$ cat config.mk
export PLATFORM = sky130hd
export DESIGN_NAME = lif_array
export DESIGN_NICKNAME = d
export VERILOG_FILES = /design/src/rtl/lif_pkg.sv /design/src/rtl/lif_neuron_core.sv /design/src/rtl/lif_array.sv
export SDC_FILE = /design/constraint.sdc
export NUM_CORES = 1
export LEC_CHECK = 0
export ABC_AREA = 1
export CORE_UTILIZATION = 25
export CTS_BUF_LIST = sky130_fd_sc_hd__clkbuf_8
export DETAILED_ROUTE_END_ITERATION = 10
export PLACE_DENSITY = 0.5
export SYNTH_ARGS = -nofsm -noshare
export SYNTH_HDL_FRONTEND = slang
export SYNTH_SLANG_ARGS = --single-unit
$ cat constraint.sdc
create_clock -name i_clk -period 4.32 [get_ports i_clk]
set_clock_uncertainty 0.15 [all_clocks]
set_input_delay 0.864 -clock i_clk [delete_from_list [all_inputs] [get_ports i_clk]]
set_output_delay 0.864 -clock i_clk [all_outputs]
set_load 0.01 [all_outputs]
$ cat src/rtl/lif_pkg.sv
// ---------------------------------------------------------------------------
// lif_pkg
// Shared definitions for the leaky integrate-and-fire neuron array:
//   - lif_state_e : sequencing states of the timestep controller
//   - RST_ZERO / RST_SUB : post-spike membrane reset modes
//   - sat_add() : unsigned add that clamps at the all-ones value of a width
// ---------------------------------------------------------------------------
package lif_pkg;

  typedef enum logic [1:0] {
    ST_IDLE   = 2'd0,
    ST_UPDATE = 2'd1,
    ST_DONE   = 2'd2
  } lif_state_e;

  localparam logic RST_ZERO = 1'b0;
  localparam logic RST_SUB  = 1'b1;

  // Adds two unsigned values of width w (w <= 32) with one extra bit of
  // headroom and clamps the result to 2^w-1 instead of wrapping.
  function automatic logic [31:0] sat_add(input logic [31:0] a,
                                          input logic [31:0] b,
                                          input int          w);
    logic [32:0] sum;
    logic [32:0] maxv;
    sum  = {1'b0, a} + {1'b0, b};
    maxv = (33'd1 << w) - 33'd1;
    if (sum > maxv) begin
      return maxv[31:0];
    end
    return sum[31:0];
  endfunction

endpackage

$ cat src/rtl/lif_neuron_core.sv
// ---------------------------------------------------------------------------
// lif_neuron_core
// Purely combinational update of one neuron for one timestep. The array
// instantiates a single copy and steers each neuron through it in turn.
// Ports:
//   i_u         current membrane potential
//   i_refrac    remaining refractory timesteps
//   i_current   injected current for this timestep
//   i_threshold firing threshold
//   i_mode      RST_ZERO: membrane cleared on spike, RST_SUB: threshold removed
//   o_u         next membrane potential
//   o_refrac    next refractory count
//   o_spike     neuron fires this timestep
// ---------------------------------------------------------------------------
module lif_neuron_core
  import lif_pkg::*;
#(
  parameter int WIDTH        = 8,
  parameter int BETA_SHIFT   = 1,
  parameter int REFRAC_STEPS = 2,
  parameter int REF_W        = 2
) (
  input  logic [WIDTH-1:0] i_u,
  input  logic [REF_W-1:0] i_refrac,
  input  logic [WIDTH-1:0] i_current,
  input  logic [WIDTH-1:0] i_threshold,
  input  logic             i_mode,
  output logic [WIDTH-1:0] o_u,
  output logic [REF_W-1:0] o_refrac,
  output logic             o_spike
);

  logic [WIDTH-1:0] w_decay;
  logic [WIDTH-1:0] w_sum;

  // Leak is a plain right shift; a refractory neuron only leaks and counts
  // down, otherwise it integrates with clamping and compares to threshold.
  // Subtract mode cannot underflow because it is only taken when sum >= theta.
  always_comb begin
    w_decay  = i_u >> BETA_SHIFT;
    w_sum    = WIDTH'(sat_add(32'(w_decay), 32'(i_current), WIDTH));
    o_u      = w_sum;
    o_refrac = '0;
    o_spike  = 1'b0;
    if (i_refrac != '0) begin
      o_u      = w_decay;
      o_refrac = i_refrac - 1'b1;
    end else if (w_sum >= i_threshold) begin
      o_spike  = 1'b1;
      o_u      = (i_mode == RST_SUB) ? (w_sum - i_threshold) : '0;
      o_refrac = REF_W'(REFRAC_STEPS);
    end
  end

endmodule

$ cat src/rtl/lif_array.sv
// ---------------------------------------------------------------------------
// lif_array
// Array of NUM_NEURONS leaky integrate-and-fire neurons sharing one update
// datapath. A timestep is accepted on i_in_valid/o_in_ready, the neurons are
// updated one per clock, and the spike vector plus membrane states are
// published together and held until i_out_ready.
// Optional build macro: LIF_SPIKE_COUNT_EN adds o_spike_count, a saturating
// per-neuron spike counter of CNT_W bits.
// Ports:
//   i_clk, i_rst     clock, asynchronous active-high reset
//   i_in_valid       timestep input valid
//   o_in_ready       block idle and able to accept a timestep
//   i_current        per-neuron current, neuron i at [i*WIDTH +: WIDTH]
//   i_threshold      firing threshold
//   i_reset_mode     0 = reset to zero, 1 = subtract threshold
//   o_out_valid      result valid
//   i_out_ready      consumer takes the result
//   o_spikes         spike vector of the completed timestep
//   o_state          membrane states after the completed timestep
//   o_spike_count    (LIF_SPIKE_COUNT_EN only) per-neuron spike totals
// ---------------------------------------------------------------------------
module lif_array
  import lif_pkg::*;
#(
  parameter int WIDTH        = 8,
  parameter int NUM_NEURONS  = 4,
  parameter int BETA_SHIFT   = 1,
  parameter int REFRAC_STEPS = 2,
  parameter int CNT_W        = 16
) (
  input  logic                         i_clk,
  input  logic                         i_rst,
  input  logic                         i_in_valid,
  output logic                         o_in_ready,
  input  logic [NUM_NEURONS*WIDTH-1:0] i_current,
  input  logic [WIDTH-1:0]             i_threshold,
  input  logic                         i_reset_mode,
  output logic                         o_out_valid,
  input  logic                         i_out_ready,
  output logic [NUM_NEURONS-1:0]       o_spikes,
  output logic [NUM_NEURONS*WIDTH-1:0] o_state
`ifdef LIF_SPIKE_COUNT_EN
  ,
  output logic [NUM_NEURONS*CNT_W-1:0] o_spike_count
`endif
);

  localparam int IDX_W = (NUM_NEURONS > 1) ? $clog2(NUM_NEURONS) : 1;
  localparam int REF_W = (REFRAC_STEPS > 0) ? $clog2(REFRAC_STEPS + 1) : 1;

  lif_state_e r_fsm;
  lif_state_e w_fsmNext;

  logic [IDX_W-1:0]             r_index;
  logic [WIDTH-1:0]             r_membrane [NUM_NEURONS];
  logic [REF_W-1:0]             r_refrac   [NUM_NEURONS];
  logic [NUM_NEURONS-1:0]       r_spikeWork;
  logic [NUM_NEURONS*WIDTH-1:0] r_curCap;
  logic [WIDTH-1:0]             r_thetaCap;
  logic                         r_modeCap;

  logic             w_accept;
  logic             w_lastIdx;
  logic [WIDTH-1:0] w_uCur;
  logic [WIDTH-1:0] w_iCur;
  logic [WIDTH-1:0] w_uNext;
  logic [REF_W-1:0] w_refracNext;
  logic             w_spike;

  assign w_accept  = i_in_valid && o_in_ready;
  assign w_lastIdx = (r_index == IDX_W'(NUM_NEURONS - 1));
  assign w_uCur    = r_membrane[r_index];
  assign w_iCur    = r_curCap[r_index*WIDTH +: WIDTH];

  lif_neuron_core #(
    .WIDTH       (WIDTH),
    .BETA_SHIFT  (BETA_SHIFT),
    .REFRAC_STEPS(REFRAC_STEPS),
    .REF_W       (REF_W)
  ) u_core (
    .i_u        (w_uCur),
    .i_refrac   (r_refrac[r_index]),
    .i_current  (w_iCur),
    .i_threshold(r_thetaCap),
    .i_mode     (r_modeCap),
    .o_u        (w_uNext),
    .o_refrac   (w_refracNext),
    .o_spike    (w_spike)
  );

  // State register of the timestep controller.
  always_ff @(posedge i_clk or posedge i_rst) begin
    if (i_rst) begin
      r_fsm <= ST_IDLE;
    end else begin
      r_fsm <= w_fsmNext;
    end
  end

  // Next-state logic: accept, walk every neuron once, then hold the result
  // until the consumer takes it.
  always_comb begin
    w_fsmNext = r_fsm;
    case (r_fsm)
      ST_IDLE:   if (i_in_valid)  w_fsmNext = ST_UPDATE;
      ST_UPDATE: if (w_lastIdx)   w_fsmNext = ST_DONE;
      ST_DONE:   if (i_out_ready) w_fsmNext = ST_IDLE;
      default:                    w_fsmNext = ST_IDLE;
    endcase
  end

  // Handshake outputs are pure decodes of the state.
  always_comb begin
    o_in_ready  = (r_fsm == ST_IDLE);
    o_out_valid = (r_fsm == ST_DONE);
  end

  // Datapath. Inputs are captured at accept so later input changes cannot
  // disturb the step. The last neuron's fresh result is merged straight into
  // the published outputs on the edge that enters DONE, so intermediate
  // states are never visible.
  always_ff @(posedge i_clk or posedge i_rst) begin
    if (i_rst) begin
      r_index     <= '0;
      r_spikeWork <= '0;
      r_curCap    <= '0;
      r_thetaCap  <= '0;
      r_modeCap   <= RST_ZERO;
      o_spikes    <= '0;
      o_state     <= '0;
      for (int i = 0; i < NUM_NEURONS; i++) begin
        r_membrane[i] <= '0;
        r_refrac[i]   <= '0;
      end
    end else if (w_accept) begin
      r_curCap   <= i_current;
      r_thetaCap <= i_threshold;
      r_modeCap  <= i_reset_mode;
      r_index    <= '0;
    end else if (r_fsm == ST_UPDATE) begin
      r_membrane[r_index]  <= w_uNext;
      r_refrac[r_index]    <= w_refracNext;
      r_spikeWork[r_index] <= w_spike;
      r_index              <= r_index + 1'b1;
      if (w_lastIdx) begin
        for (int i = 0; i < NUM_NEURONS; i++) begin
          if (IDX_W'(i) == r_index) begin
            o_state[i*WIDTH +: WIDTH] <= w_uNext;
            o_spikes[i]               <= w_spike;
          end else begin
            o_state[i*WIDTH +: WIDTH] <= r_membrane[i];
            o_spikes[i]               <= r_spikeWork[i];
          end
        end
      end
    end
  end

`ifdef LIF_SPIKE_COUNT_EN
  logic [CNT_W-1:0] r_spikeCnt [NUM_NEURONS];
  logic [CNT_W-1:0] w_cntInc;

  assign w_cntInc = CNT_W'(sat_add(32'(r_spikeCnt[r_index]), 32'd1, CNT_W));

  // Per-neuron spike totals, bumped as each neuron is processed and published
  // alongside the spike vector.
  always_ff @(posedge i_clk or posedge i_rst) begin
    if (i_rst) begin
      o_spike_count <= '0;
      for (int i = 0; i < NUM_NEURONS; i++) begin
        r_spikeCnt[i] <= '0;
      end
    end else if ((r_fsm == ST_UPDATE) && !w_accept) begin
      if (w_spike) begin
        r_spikeCnt[r_index] <= w_cntInc;
      end
      if (w_lastIdx) begin
        for (int i = 0; i < NUM_NEURONS; i++) begin
          if ((IDX_W'(i) == r_index) && w_spike) begin
            o_spike_count[i*CNT_W +: CNT_W] <= w_cntInc;
          end else begin
            o_spike_count[i*CNT_W +: CNT_W] <= r_spikeCnt[i];
          end
        end
      end
    end
  end
`else
  logic w_unused_cntw;
  assign w_unused_cntw = |CNT_W;
`endif

endmodule

# == After elaboration in Yosys (flattened, before gate mapping) ==
# Index checks and enable logic that the tools add are counted.
# op_classes
n_reduce_logical,10
n_bitwise,2
n_mux,39
shift,1
order_cmp,6
addsub,4
n_eq_ne,9
# op_table
op,n
$mux 8,12
$bwmux 32,1
$shiftx 32x6->8,1
$mux 2,10
$bmux 8 s2,1
$demux 8 s2,1
$add 7x8->9,1
$gt 9x8->1 const B,1
$bwmux 8,1
$ge 8x8->1,1
$mux 1,8
$sub 8x8->8,1
$pmux 2 s3,1
$reduce_and 3->1,2
$bmux 2 s2,1
$bwmux 4,1
$demux 2 s2,1
$eq 2x2->1 const A,2
$eq 2x2->1 const B,2
$logic_not 2->1,2
$ne 2x2->1 const B,2
$reduce_bool 2->1,2
$ge 3x3->1 const B,1
$logic_and 1x1->1,3
12 further kinds,12
# totals
wordCells,87
ff_bits,125
inputBits,45

# == Longest topological paths before layout ==
# depth
depth_word,13
depth_mapped,30
ltp_nobuf,28

# == By module ==
# From an unflattened synthesis, not the netlist that was laid out.
# hier_totals
cells_unflattened,1062
hier_area_um2,7235.7
# by_module_without_submodules
module,instances,cells_each,seq_area_each_um2,area_each_um2
lif_array,1,835,3103.0,6075.8
lif_neuron_core,1,227,0.0,1159.9

# == Worst setup path before layout ==
# OpenSTA, ideal clock, no wires.
# synth_path
path_type,register to register
from,register r_index[0]
to,register r_membrane[8] (netlist bit)
required_time_ps,4044
setup_ps,126
arrival_ps,3769
period_less_slack_ps,4045
setup_slack_ps,275
path_stages_with_launch,27
n_path_buf,3
cell_sequence,dfrtp_1 > inv_2 > buf_6 > buf_2 > clkbuf_1 > nor2_1 > o22ai_1 > ha_1 > fa_1 > nand2_1 > nand3_2 > nand2_1 > nand2_1 > a21oi_1 > ha_1 > inv_1 > fa_1 > inv_1 > o21ai_1 > nand2_1 > nand3_4 > inv_2 > nand3b_1 > nand2_1 > nand2_2 > nand2_1 > o21ai_0
# synth_via
elab_chain_cells,13
elab_cells_between_ends,24
# synth_lines
element,line_no,text
from (decl),lif_array.sv:54,logic [IDX_W-1:0] r_index;
from (signal assigned),lif_array.sv:144,r_index <= r_index + 1'b1;
branches (longest 12 deep; another with $add 7x8->9),--,
$bwmux 32 (*),lif_array.sv:141,r_membrane[r_index] <= w_uNext;
"to (signal, indexed assignment)",lif_array.sv:141,
to (decl),lif_array.sv:55,logic [WIDTH-1:0] r_membrane [NUM_NEURONS];
# Mark *: on every way between the ends. The select of a mux whose other input is x is not followed.
# A chain may end at the register's enable or synchronous reset.

# == Worst setup path in the final report ==
# layout_path
from,register r_index[0]
to,register r_membrane[21] (netlist bit)
# The elaborated chain is that of the path after synthesis.

==> results.md <==
* Total negative slack for setup checks at 0 ps
* GRT overflow at 0
* Synthesis-stage register bit count at 123
* Post-synth top area cell: sky130_fd_sc_hd__dfrtp_1
* Largest cells by area after synthesis: sky130_fd_sc_hd__dfrtp_1 47%, sky130_fd_sc_hd__nand2_1 14%, sky130_fd_sc_hd__mux2_2 5.5%, sky130_fd_sc_hd__a21oi_1 4.3%, sky130_fd_sc_hd__inv_1 4.0%
* Worst Reg-to-Reg Cells at 25
* Number of antenna violations at the first check in global routing at 0
* Number of buffers on the longest clock path at 2
* Clock insertion delay at the later pin of the skew report at 470 ps
* Final setup viols at 0
* Max-slew violation count at 0
* Post-detailed-route via-to-cell ratio at 4.536
* Minimum setup slack in the final design at 328.9 ps
* Post-route antenna net violation count at 0
* Combinational family with the most area after synthesis: simple AND/OR/NAND/NOR gates
* Vias after detailed routing at 5,629
* Share of synthesized area occupied by flip-flops and latches at 47.00%
* Hold wc startpoint: o_state[5]$_DFFE_PP0P_
* Layout overhead on the synthesized area at 28.09%
* Global-route wire length before repair at 30.40 mm
* Post-CTS clock slew at the launch and capture registers of the worst setup and hold paths at 80 ps
* Die area at 26,850 sq um
* Overall routing resource usage at 14.80%
* Synth Warn # at 0
* Remaining max-slew budget at the tightest pin at 26.02%
* Pin count of the biggest net entering global routing at 55
* CTS tree: yes
* Most common library cell in the layout ignoring fill and taps: sky130_fd_sc_hd__nand2_1
* Minimum clock period at 3991 ps
* Port Buf Inserts at 82
* Type of the tightest min-delay check: flop to flop
* Highest attainable clock frequency at 0.2506 GHz
* Outcome: finished, final reports clean
* Number of iterations in the first detailed-routing pass at 5
* Detailed-route DRC error count at 0
* Final Cycle Share at 92.39%
* Post-synth cell types at 35
* Initial Utilization at 25.71%
* Slew of the pin with the lowest slew margin at 1106 ps
* Number of diodes at 0
* Sequential cell area at 3078 sq um
* Post-synthesis net count at 863
* Basic-gate share of the synthesized area counting and, or, nand and nor cells at 23.16%
* Depth of the critical timing path with buffers and inverters included at 25
* WHS at 330.1 ps
* Worst Setup Start Kind: flop
* Adder-cell share of the synthesized area at 4.433%
* Startpoint of the worst register-to-register path: r_index[0]$_DFFE_PP0P_
* Instance count of the mapped netlist at 796
* Multi-input combinational cell area at 3094 sq um
* Vert. Die Dim at 163.9 microns
* Cell occurring most often along the worst timing path: sky130_fd_sc_hd__nand2_1
* Unrepaired setup endpoints after global routing: false
* Final-layout fill cell count at 2,737
* Hold EP: o_state[5]$_DFFE_PP0P_
* Type of destination of the critical path: flop
* TritonCTS sink count at 123
* Net count reported at finish at 965
* Width of the die at 163.9 microns
* Final GP Congestion at 0.8575
* Register-to-register path setup slack at 330 ps
* Post-synthesis mux area share at 5.502%
* Final Routed Wirelength at 18.78 mm
* Slowest Stage Delay on Critical Path at 430 ps
* Final HPWL from detailed placement at 13.25 mm
* Number of DRC markers in iteration 0 at 360
* Placeable Area at 25,470 sq um
* H-tree levels at 4
* Post-CTS setup buffer count at 0
* Max capacitance violation total at 0
* Root Driver: sky130_fd_sc_hd__clkbuf_8
* Maximum fanout count along the critical path at 13
* Worst hold path stage count at 2
* Average routed wire per standard cell at 15.13 microns
* Reg-to-Reg End: r_membrane[21]$_DFFE_PP0P_
* Slowest stage cell on the critical path: sky130_fd_sc_hd__dfrtp_1
* Post-Syn Area at 6549 sq um
* Num CTS Buffers at 17
* Boundary Pins at 83
* Final count of hold timing violations at 0
* Total buffers and inverters traversed by the critical path at 5
* Post-synthesis compound-gate area fraction at 12.38%
* Top cell family by delay on the critical path: adder cells
* Critical Setup Path Class: flop to flop
* Ratio of cells with drive above 1 in the final layout at 16.36%
* Fraction of synthesized cell area in xor and xnor cells at 0.5350%
* Data required, critical path at 4560 ps
* Post-Place Setup Slack at 197.5 ps
* Post-synthesis area per instance at 8.227 sq um
* Vias in the first global route at 5,655
* Data arrival time of the critical path at 4230 ps
* Commonest cells after routing, fill and taps aside: 234 x sky130_fd_sc_hd__nand2_1, 123 x sky130_fd_sc_hd__dfrtp_1, 82 x sky130_fd_sc_hd__clkdlybuf4s50_1
* Count of standard-cell rows at 58
* Area share of the leading cell type in the synthesized netlist at 47.00%
==> worst reg2reg max path, stage by stage (launching register included) <==
cell	delay, ps
sky130_fd_sc_hd__dfrtp_1	430
sky130_fd_sc_hd__inv_2	150
sky130_fd_sc_hd__buf_12	150
sky130_fd_sc_hd__a21oi_1	60
sky130_fd_sc_hd__o21ai_0	70
sky130_fd_sc_hd__o21ai_0	130
sky130_fd_sc_hd__ha_1	260
sky130_fd_sc_hd__fa_2	370
sky130_fd_sc_hd__nand2_1	90
sky130_fd_sc_hd__nand3_2	80
sky130_fd_sc_hd__nand2_1	60
sky130_fd_sc_hd__nand2_1	80
sky130_fd_sc_hd__a21oi_2	160
sky130_fd_sc_hd__ha_1	160
sky130_fd_sc_hd__inv_1	50
sky130_fd_sc_hd__fa_1	380
sky130_fd_sc_hd__inv_1	80
sky130_fd_sc_hd__o21ai_1	80
sky130_fd_sc_hd__nand2_1	100
sky130_fd_sc_hd__nand3_4	140
sky130_fd_sc_hd__buf_4	180
sky130_fd_sc_hd__a21oi_2	140
sky130_fd_sc_hd__nand2_2	100
sky130_fd_sc_hd__nand2_2	110
sky130_fd_sc_hd__nand2_1	70
sky130_fd_sc_hd__o21ai_2	80
==> cell families (layout without fill, tap and decap cells) <==
logic type,Yosys count,after routing
AND/OR/NAND/NOR,362,362
AO/OA/AOI/OAI,148,148
flip-flops,123,123
buffers and inverters,105,220
multiplexers,32,32
adder cells (fa/ha/maj),22,22
XOR/XNOR,4,4
==> through the flow <==
stage / util (%) / cell area [sq um] / std cells
floorplan: - / 6549 / 796
global route: 32.93 / 8388 / 1241
CTS: 32.50 / 8279 / 1240
finish: 32.93 / 8388 / 1241
detailed placement: 30.94 / 7881 / 1208
global placement: 30.94 / 7881 / 1208
==> sequential cells by signal (all words and copies together) (netlist names) <==
name,count
r_modeCap,1
r_fsm,2
r_membrane,31
r_refrac,8
r_thetaCap,8
r_index,2
r_spikeWork,3
o_spikes,4
r_curCap,32
o_state,32
==> synth_stat cells <==
cell type                  number
sky130_fd_sc_hd__a21oi_2        3
sky130_fd_sc_hd__o21ai_2        9
sky130_fd_sc_hd__xnor2_1        2
sky130_fd_sc_hd__nand2_1      237
sky130_fd_sc_hd__ha_1          20
sky130_fd_sc_hd__fa_1           2
sky130_fd_sc_hd__a31oi_1        1
sky130_fd_sc_hd__buf_6          6
sky130_fd_sc_hd__nor2_1        57
sky130_fd_sc_hd__mux2_2        32
sky130_fd_sc_hd__nand3_1       38
sky130_fd_sc_hd__inv_2          3
sky130_fd_sc_hd__nand3_2        3
sky130_fd_sc_hd__inv_1         69
sky130_fd_sc_hd__clkbuf_4       1
sky130_fd_sc_hd__nand3_4        1
sky130_fd_sc_hd__o22ai_1        7
sky130_fd_sc_hd__xor2_1         2
sky130_fd_sc_hd__o21a_1         1
sky130_fd_sc_hd__clkinv_1       1
sky130_fd_sc_hd__buf_2         12
sky130_fd_sc_hd__nand4_1        5
sky130_fd_sc_hd__a21oi_1       56
sky130_fd_sc_hd__o31ai_1        1
sky130_fd_sc_hd__nand2_2       16
sky130_fd_sc_hd__or2_2          1
sky130_fd_sc_hd__dfrtp_1      123
sky130_fd_sc_hd__nand2_4        2
sky130_fd_sc_hd__clkbuf_1      13
sky130_fd_sc_hd__o21ai_1       20
sky130_fd_sc_hd__o211ai_1       1
sky130_fd_sc_hd__nand3b_1       2
sky130_fd_sc_hd__a21o_1         1
sky130_fd_sc_hd__a32o_1         1
sky130_fd_sc_hd__o21ai_0       47
==> timing repair <==
| item | 4_1_cts | 5_1_grt |
|---|---|---|
| resized for setup | 0 | 18 |
| endpoints found under the setup margin | 0 | 66 |
| hold buffers | 0 | 0 |
==> worst max path at each step <==
stage,from,end,slack (ps)
final,r_index[0]$_DFFE_PP0P_,r_membrane[21]$_DFFE_PP0P_,330
after global routing,r_index[0]$_DFFE_PP0P_,r_membrane[16]$_DFFE_PP0P_,8
after CTS,r_index[0]$_DFFE_PP0P_,r_membrane[16]$_DFFE_PP0P_,170
after detailed placement,r_index[0]$_DFFE_PP0P_,r_membrane[16]$_DFFE_PP0P_,200
after global placement,r_index[0]$_DFFE_PP0P_,r_membrane[16]$_DFFE_PP0P_,260
after floorplan,i_rst,o_spikes[0]$_DFFE_PP0P_,40
==> metal layers <==
| metal | track usage, % | vias to the layer above | routed length (microns) |
|---|---|---|---|
| met5 | 0 | - | 0 |
| met4 | 4.251 | 0 | 255 |
| met3 | 3.182 | 21 | 750 |
| met2 | 23.09 | 125 | 8434 |
| met1 | 20.47 | 2699 | 9339 |
| li1 | - | 2784 | - |
==> cell type report <==
cell class,instances,area share [%]
Inverter,73,3.356
Multi-Input combinational cell,568,36.89
Tap cell,330,4.922
Clock buffer,17,2.789
Timing Repair Buffer,115,13.40
Clock inverter,15,1.954
Sequential cell,123,36.69
Power is left out: the tool's default activity adds up to more than one toggle a clock period on the data nets, which glitch-free logic cannot reach.
